**src/rtl/jacobi_pkg.sv**
```systemverilog
// ---------------------------------------------------------------------------
// jacobi_pkg
// Shared definitions for the Jacobi sweep scheduler:
//   jacobi_state_e : controller state encoding
//   npairs(n)      : number of off-diagonal pairs visited per sweep
// ---------------------------------------------------------------------------
package jacobi_pkg;

  typedef enum logic [3:0] {
    S_IDLE,
    S_ANG,
    S_W_ANG,
    S_ROTL,
    S_W_ROTL,
    S_ROTR,
    S_W_ROTR,
    S_NEXT,
    S_FIN
  } jacobi_state_e;

  function automatic int unsigned npairs(input int unsigned n);
    return (n * (n - 1)) / 2;
  endfunction

endpackage

```
**src/rtl/jacobi_pair_gen.sv**
```systemverilog
// ---------------------------------------------------------------------------
// jacobi_pair_gen
// Cyclic-by-row (p,q) pair counter over the strict upper triangle of an
// N x N matrix: (0,1)(0,2)..(0,N-1)(1,2)..(N-2,N-1).
// Ports:
//   clk, rst_n : clock, asynchronous active-low reset (to (0,1))
//   clr        : return to the first pair (0,1)
//   adv        : step to the next pair (clr has priority)
//   p, q       : current row / column index (registered)
//   last       : current pair is (N-2,N-1)
// ---------------------------------------------------------------------------
module jacobi_pair_gen
  import jacobi_pkg::*;
#(
  parameter int N = 4
) (
  input  logic                 clk,
  input  logic                 rst_n,
  input  logic                 clr,
  input  logic                 adv,
  output logic [$clog2(N)-1:0] p,
  output logic [$clog2(N)-1:0] q,
  output logic                 last
);

  localparam int PW = $clog2(N);
  localparam logic [PW-1:0] LAST_Q = PW'(N - 1);
  localparam logic [PW-1:0] LAST_P = PW'(N - 2);

  always_ff @(posedge clk or negedge rst_n) begin
    if (!rst_n) begin
      p <= '0;
      q <= PW'(1);
    end else if (clr) begin
      p <= '0;
      q <= PW'(1);
    end else if (adv) begin
      if (q != LAST_Q) begin
        q <= q + PW'(1);
      end else begin
        // wrap to the next row, starting just right of the diagonal
        p <= p + PW'(1);
        q <= p + PW'(2);
      end
    end
  end

  assign last = (p == LAST_P) && (q == LAST_Q);

endmodule

```
**src/rtl/jacobi_sweep_ctrl.sv**
```systemverilog
// ---------------------------------------------------------------------------
// jacobi_sweep_ctrl
// Cyclic-by-row Jacobi sweep scheduler. For every off-diagonal pair (p,q) it
// runs angle unit -> left rotation -> right rotation (rotations skipped when
// the angle unit reports a negligible a_pq), and repeats whole sweeps until a
// sweep performs no rotation or MAX_SWEEPS sweeps have completed.
// Ports:
//   clk, rst_n             : clock, asynchronous active-low reset
//   start                  : begin decomposition (accepted only when idle)
//   abort                  : return to idle from any busy state, no done
//   busy                   : high in every state except idle
//   done                   : one-cycle pulse on normal completion
//   converged              : last run ended on a rotation-free sweep
//   sweep_cnt              : completed sweeps of the current/last run
//   p_idx, q_idx           : current pair indices
//   ang_start/ang_done/ang_skip   : angle unit handshake
//   rotl_start/rotl_done          : left rotation unit handshake
//   rotr_start/rotr_done          : right rotation unit handshake
// All outputs are registered.
// ---------------------------------------------------------------------------
module jacobi_sweep_ctrl
  import jacobi_pkg::*;
#(
  parameter int N          = 4,
  parameter int MAX_SWEEPS = 8
) (
  input  logic                            clk,
  input  logic                            rst_n,
  input  logic                            start,
  input  logic                            abort,
  output logic                            busy,
  output logic                            done,
  output logic                            converged,
  output logic [$clog2(MAX_SWEEPS+1)-1:0] sweep_cnt,
  output logic [$clog2(N)-1:0]            p_idx,
  output logic [$clog2(N)-1:0]            q_idx,
  output logic                            ang_start,
  input  logic                            ang_done,
  input  logic                            ang_skip,
  output logic                            rotl_start,
  input  logic                            rotl_done,
  output logic                            rotr_start,
  input  logic                            rotr_done
);

  localparam int SW = $clog2(MAX_SWEEPS + 1);
  localparam logic [SW-1:0] SWEEP_LIMIT = SW'(MAX_SWEEPS);

  jacobi_state_e state, state_nxt;
  logic          rot_flag, rot_flag_nxt;
  logic          conv_nxt;
  logic [SW-1:0] sweep_nxt;
  logic          pair_clr, pair_adv, pair_last;

  jacobi_pair_gen #(.N(N)) u_pair_gen (
    .clk   (clk),
    .rst_n (rst_n),
    .clr   (pair_clr),
    .adv   (pair_adv),
    .p     (p_idx),
    .q     (q_idx),
    .last  (pair_last)
  );

  always_ff @(posedge clk or negedge rst_n) begin
    if (!rst_n) state <= S_IDLE;
    else        state <= state_nxt;
  end

  always_comb begin
    state_nxt    = state;
    rot_flag_nxt = rot_flag;
    conv_nxt     = converged;
    sweep_nxt    = sweep_cnt;
    pair_clr     = 1'b0;
    pair_adv     = 1'b0;
    // abort outranks any unit completion arriving in the same cycle
    if (state != S_IDLE && abort) begin
      state_nxt = S_IDLE;
      conv_nxt  = 1'b0;
    end else begin
      case (state)
        S_IDLE: begin
          if (start) begin
            state_nxt    = S_ANG;
            pair_clr     = 1'b1;
            sweep_nxt    = '0;
            rot_flag_nxt = 1'b0;
            conv_nxt     = 1'b0;
          end
        end
        S_ANG:  state_nxt = S_W_ANG;
        S_W_ANG: begin
          if (ang_done) begin
            if (ang_skip) begin
              state_nxt = S_NEXT;
            end else begin
              state_nxt    = S_ROTL;
              rot_flag_nxt = 1'b1;
            end
          end
        end
        S_ROTL:   state_nxt = S_W_ROTL;
        S_W_ROTL: if (rotl_done) state_nxt = S_ROTR;
        S_ROTR:   state_nxt = S_W_ROTR;
        S_W_ROTR: if (rotr_done) state_nxt = S_NEXT;
        S_NEXT: begin
          if (!pair_last) begin
            pair_adv  = 1'b1;
            state_nxt = S_ANG;
          end else begin
            sweep_nxt = sweep_cnt + SW'(1);
            if (!rot_flag) begin
              conv_nxt  = 1'b1;
              state_nxt = S_FIN;
            end else if (sweep_nxt == SWEEP_LIMIT) begin
              state_nxt = S_FIN;
            end else begin
              pair_clr     = 1'b1;
              rot_flag_nxt = 1'b0;
              state_nxt    = S_ANG;
            end
          end
        end
        S_FIN:   state_nxt = S_IDLE;
        default: state_nxt = S_IDLE;
      endcase
    end
  end

  // Outputs are decoded from the next state and registered, so each strobe
  // is high exactly during the cycle the controller sits in its issue state.
  always_ff @(posedge clk or negedge rst_n) begin
    if (!rst_n) begin
      busy       <= 1'b0;
      done       <= 1'b0;
      converged  <= 1'b0;
      sweep_cnt  <= '0;
      rot_flag   <= 1'b0;
      ang_start  <= 1'b0;
      rotl_start <= 1'b0;
      rotr_start <= 1'b0;
    end else begin
      busy       <= (state_nxt != S_IDLE);
      done       <= (state_nxt == S_FIN);
      converged  <= conv_nxt;
      sweep_cnt  <= sweep_nxt;
      rot_flag   <= rot_flag_nxt;
      ang_start  <= (state_nxt == S_ANG);
      rotl_start <= (state_nxt == S_ROTL);
      rotr_start <= (state_nxt == S_ROTR);
    end
  end

endmodule

```
**config.mk**
```make
export PLATFORM = sky130hd
export DESIGN_NAME = jacobi_sweep_ctrl
export DESIGN_NICKNAME = d
export VERILOG_FILES = /design/src/rtl/jacobi_pkg.sv /design/src/rtl/jacobi_pair_gen.sv /design/src/rtl/jacobi_sweep_ctrl.sv
export SDC_FILE = /design/constraint.sdc
export NUM_CORES = 1
export LEC_CHECK = 0
export ABC_AREA = 0
export ABC_CLOCK_PERIOD_IN_PS = 2150
export BUFFER_PORTS_ARGS = -buffer_cell sky130_fd_sc_hd__buf_2
export CAP_MARGIN = 40
export CORE_ASPECT_RATIO = 1.1
export CORE_MARGIN = 2
export CORE_UTILIZATION = 39
export DETAILED_ROUTE_END_ITERATION = 6
export GPL_ROUTABILITY_DRIVEN = 1
export PLACE_DENSITY = 0.66
export SLEW_MARGIN = 25
export SYNTH_ARGS = -nofsm -noshare
export SYNTH_HDL_FRONTEND = slang
export SYNTH_SLANG_ARGS = --single-unit
```
**constraint.sdc**
```tcl
create_clock -name clk -period 2.15 [get_ports clk]
set_input_delay 0.215 -clock clk [delete_from_list [all_inputs] [get_ports clk]]
set_output_delay 0.215 -clock clk [all_outputs]
set_load 0.05 [all_outputs]
```
==> metrics <==
run status=complete, no violations; Max Slew Vio Count=0; Hold Crit Depth=2; Reg2Reg Setup Slack=230 ps; Area Growth Syn to Fin=13.38%; Final Net Count=136; IO buf count=21; PwrDens=966.0 nW/um^2; initial antenna violation count=0; mean area per synthesized cell=10.82 sq um; # DRC=0; detailed router's first-iteration violation count=6; Pwr Total=1209 uW; final setup margin=228.7 ps; Worst Hold Path EP=converged$_DFFE_PN0P_; drt wl/cell=14.39 um; yosys warns=0; Crit Reg-Reg Startpoint=u_pair_gen.q[0]$_DFFE_PN1P_; Post-Syn Area=1104 sq um; # diodes=0; fin util=0.4587; TNS Setup=0 ps; hold path start=abort; ranking of synthesized cells by area=dfrtp_1, ha_1, buf_6; Worst slew margin=0.7076; Worst Path Max Fanout=7; postcts setup bufs=0; period utilization=0.8936; vias in the first global route=835; top_reg_cell synth=dfrtp_1; Mapped Cells=102; kind of end point of the critical path=register; layout cells sized above 1=0.3145; number of synthesized flops with an enable pin=0; drt pass-1 iters=4; Die Outline Area=3272 sq um; WP data arrival=2120 ps; Post-Route Skew=9.127 ps; unique cell type count in the Yosys netlist=47; Die H=59.79 um; CTS tree=built; TritonCTS buffer count=3; clock buffer depth=2; register area share after synthesis=0.4320; post-route cell area=1251 sq um; CTS clk-pin slew, worst paths=120 ps; minimum clock period=1921 ps; total of max-cap violations=0; cts repair resizes=0; Worst VDD drop=717.9 uV; pre-CTS WS=249.5 ps; Worst Path Required=2350 ps; final RePlAce weighted congestion=0.8286; Die W=54.72 um; footprint of the multi-input gates=565.5 sq um; Core Footprint=2728 sq um; syn_nets=113; clk sinks=19; flops & latches, synth=19; Leakage=0.0006558 uW; Fmax=520.5 MHz; Fin. Hold Viols=0; worst-margin pin slew=434.0 ps; Synth area leader=dfrtp_1; RSZ-0062 raised after global routing=false; vias per inst=5.656; CTS H-tree depth=1; sequential cell area=476.7 sq um; clock latency on the worst-skew pair=300 ps; reg2reg end=sweep_cnt[2]$_DFFE_PN0P_; critical path class=register to register; DP HPWL=1710 um; total track usage=0.1575; CTS root buffer=clkbuf_4; first-pass GRT wire length=3684 um; reg2reg path depth=5; asr flop ratio synth=1.000; Initial Utilization=0.4046; Vias=888; FILL cells=273; crit path launch type=register; Worst Hold Class=input pin to register; DRT Wirelength=2260 um; Final ANT Viol Nets=0; Yosys top cell area share=0.4082; DP Area=1215 sq um; io pins=22; largest net degree at the start of global routing=20; Finish-stage setup viols=0; grt ovf=0; Rows=20
area by class of cell:
cell class              instances  area share
inverters                       5     0.01500
flip-flops and latches         19      0.3810
clock buffers                   4     0.02100
multi-input cells              73      0.4520
repair buffers                 23     0.09800
well taps                      33     0.03300
critical path: stages, from the launching register on:
cell and delay [ps]:
dfstp_2 590, ha_1 260, nand2_1 140, or3_1 490, mux2i_1 160, a21o_1 180
flip-flops by register name, summed over array words and instances (netlist names):
register and flops:
converged 1, rotr_start 1, rotl_start 1, state 4, u_pair_gen.q 2, done 1, u_pair_gen.p 2, ang_start 1
rot_flag 1, sweep_cnt 4, busy 1
Yosys cell counts (2+ instances only):
cell type / n
ha_1: 3
a21o_1: 2
nor3_1: 4
a21oi_1: 3
a211oi_1: 3
dfrtp_1: 18
nor4b_2: 2
nand2_1: 7
a31oi_1: 2
or3_1: 2
o31ai_1: 2
o21ai_0: 3
nor2_1: 7
o211a_1: 2
nand3_1: 3
and2_1: 2
buf_6: 3
inv_1: 5
power by group:
| part | leakage (uW) | internal, uW | total, uW | switching, uW |
|---|---|---|---|---|
| Combinational | 0.000385 | 194 | 515 | 321 |
| Sequential | 0.000256 | 419 | 507 | 88.2 |
| Clock | 0.0000150 | 72.4 | 187 | 115 |
per-layer routing:
layer | GRT usage | vias up | part of all wire
met5 | 0 | - | 0
met4 | 0.06429 | 0 | 0.017
met3 | 0.03500 | 5 | 0.047
met2 | 0.2687 | 21 | 0.49
met1 | 0.1866 | 438 | 0.44
li1 | - | 424 | -
how the worst max path moves through the flow:
stage / startpoint / to / slack, ps / depth (start not counted)
floorplan: u_pair_gen.p[1]$_DFFE_PN0P_ / sweep_cnt[3]$_DFFE_PN0P_ / 160 / 5
global placement: u_pair_gen.q[0]$_DFFE_PN1P_ / sweep_cnt[2]$_DFFE_PN0P_ / 340 / 5
detailed placement: u_pair_gen.q[0]$_DFFE_PN1P_ / sweep_cnt[2]$_DFFE_PN0P_ / 250 / 5
CTS: u_pair_gen.q[0]$_DFFE_PN1P_ / sweep_cnt[2]$_DFFE_PN0P_ / 230 / 5
global route: u_pair_gen.q[0]$_DFFE_PN1P_ / sweep_cnt[2]$_DFFE_PN0P_ / 160 / 5
finish: u_pair_gen.q[0]$_DFFE_PN1P_ / sweep_cnt[2]$_DFFE_PN0P_ / 230 / 5
through the flow:
stage,hold slack [ps],instances
final,235.1,157
after global routing,249.2,157
after CTS,236.4,157
after detailed placement,184.0,152
after global placement,183.7,152
after floorplan,-80.59,102
placed cells by master, fill, tap and decap left out, types with 2 or more instances in the layout:
cell / count
a211oi_1: 3
a21o_1: 2
a21oi_1: 3
a31oi_1: 2
and2_1: 2
buf_2: 21
clkbuf_4: 3
dfrtp_1: 18
ha_1: 3
inv_1: 5
nand2_1: 7
nand3_1: 3
nor2_1: 7
nor3_1: 4
nor4b_2: 2
o211a_1: 2
o21ai_0: 3
o31ai_1: 2
or3_1: 2
cells by family after synthesis:
group | share of synthesized area
fa+ha+maj | 0.03402
mux | 0.03968
buf+inv | 0.05555
simple gates | 0.2563
xor+xnor | 0.007938
flops | 0.4320
compound gates | 0.1746
timing repair:
item / 4_1_cts / 5_1_grt
endpoints found under the setup margin: 0 / 0
hold endpoints to repair: 18 / 0
hold buffers: 1 / 0
No activity file was read; power rests on OpenSTA's default activity.
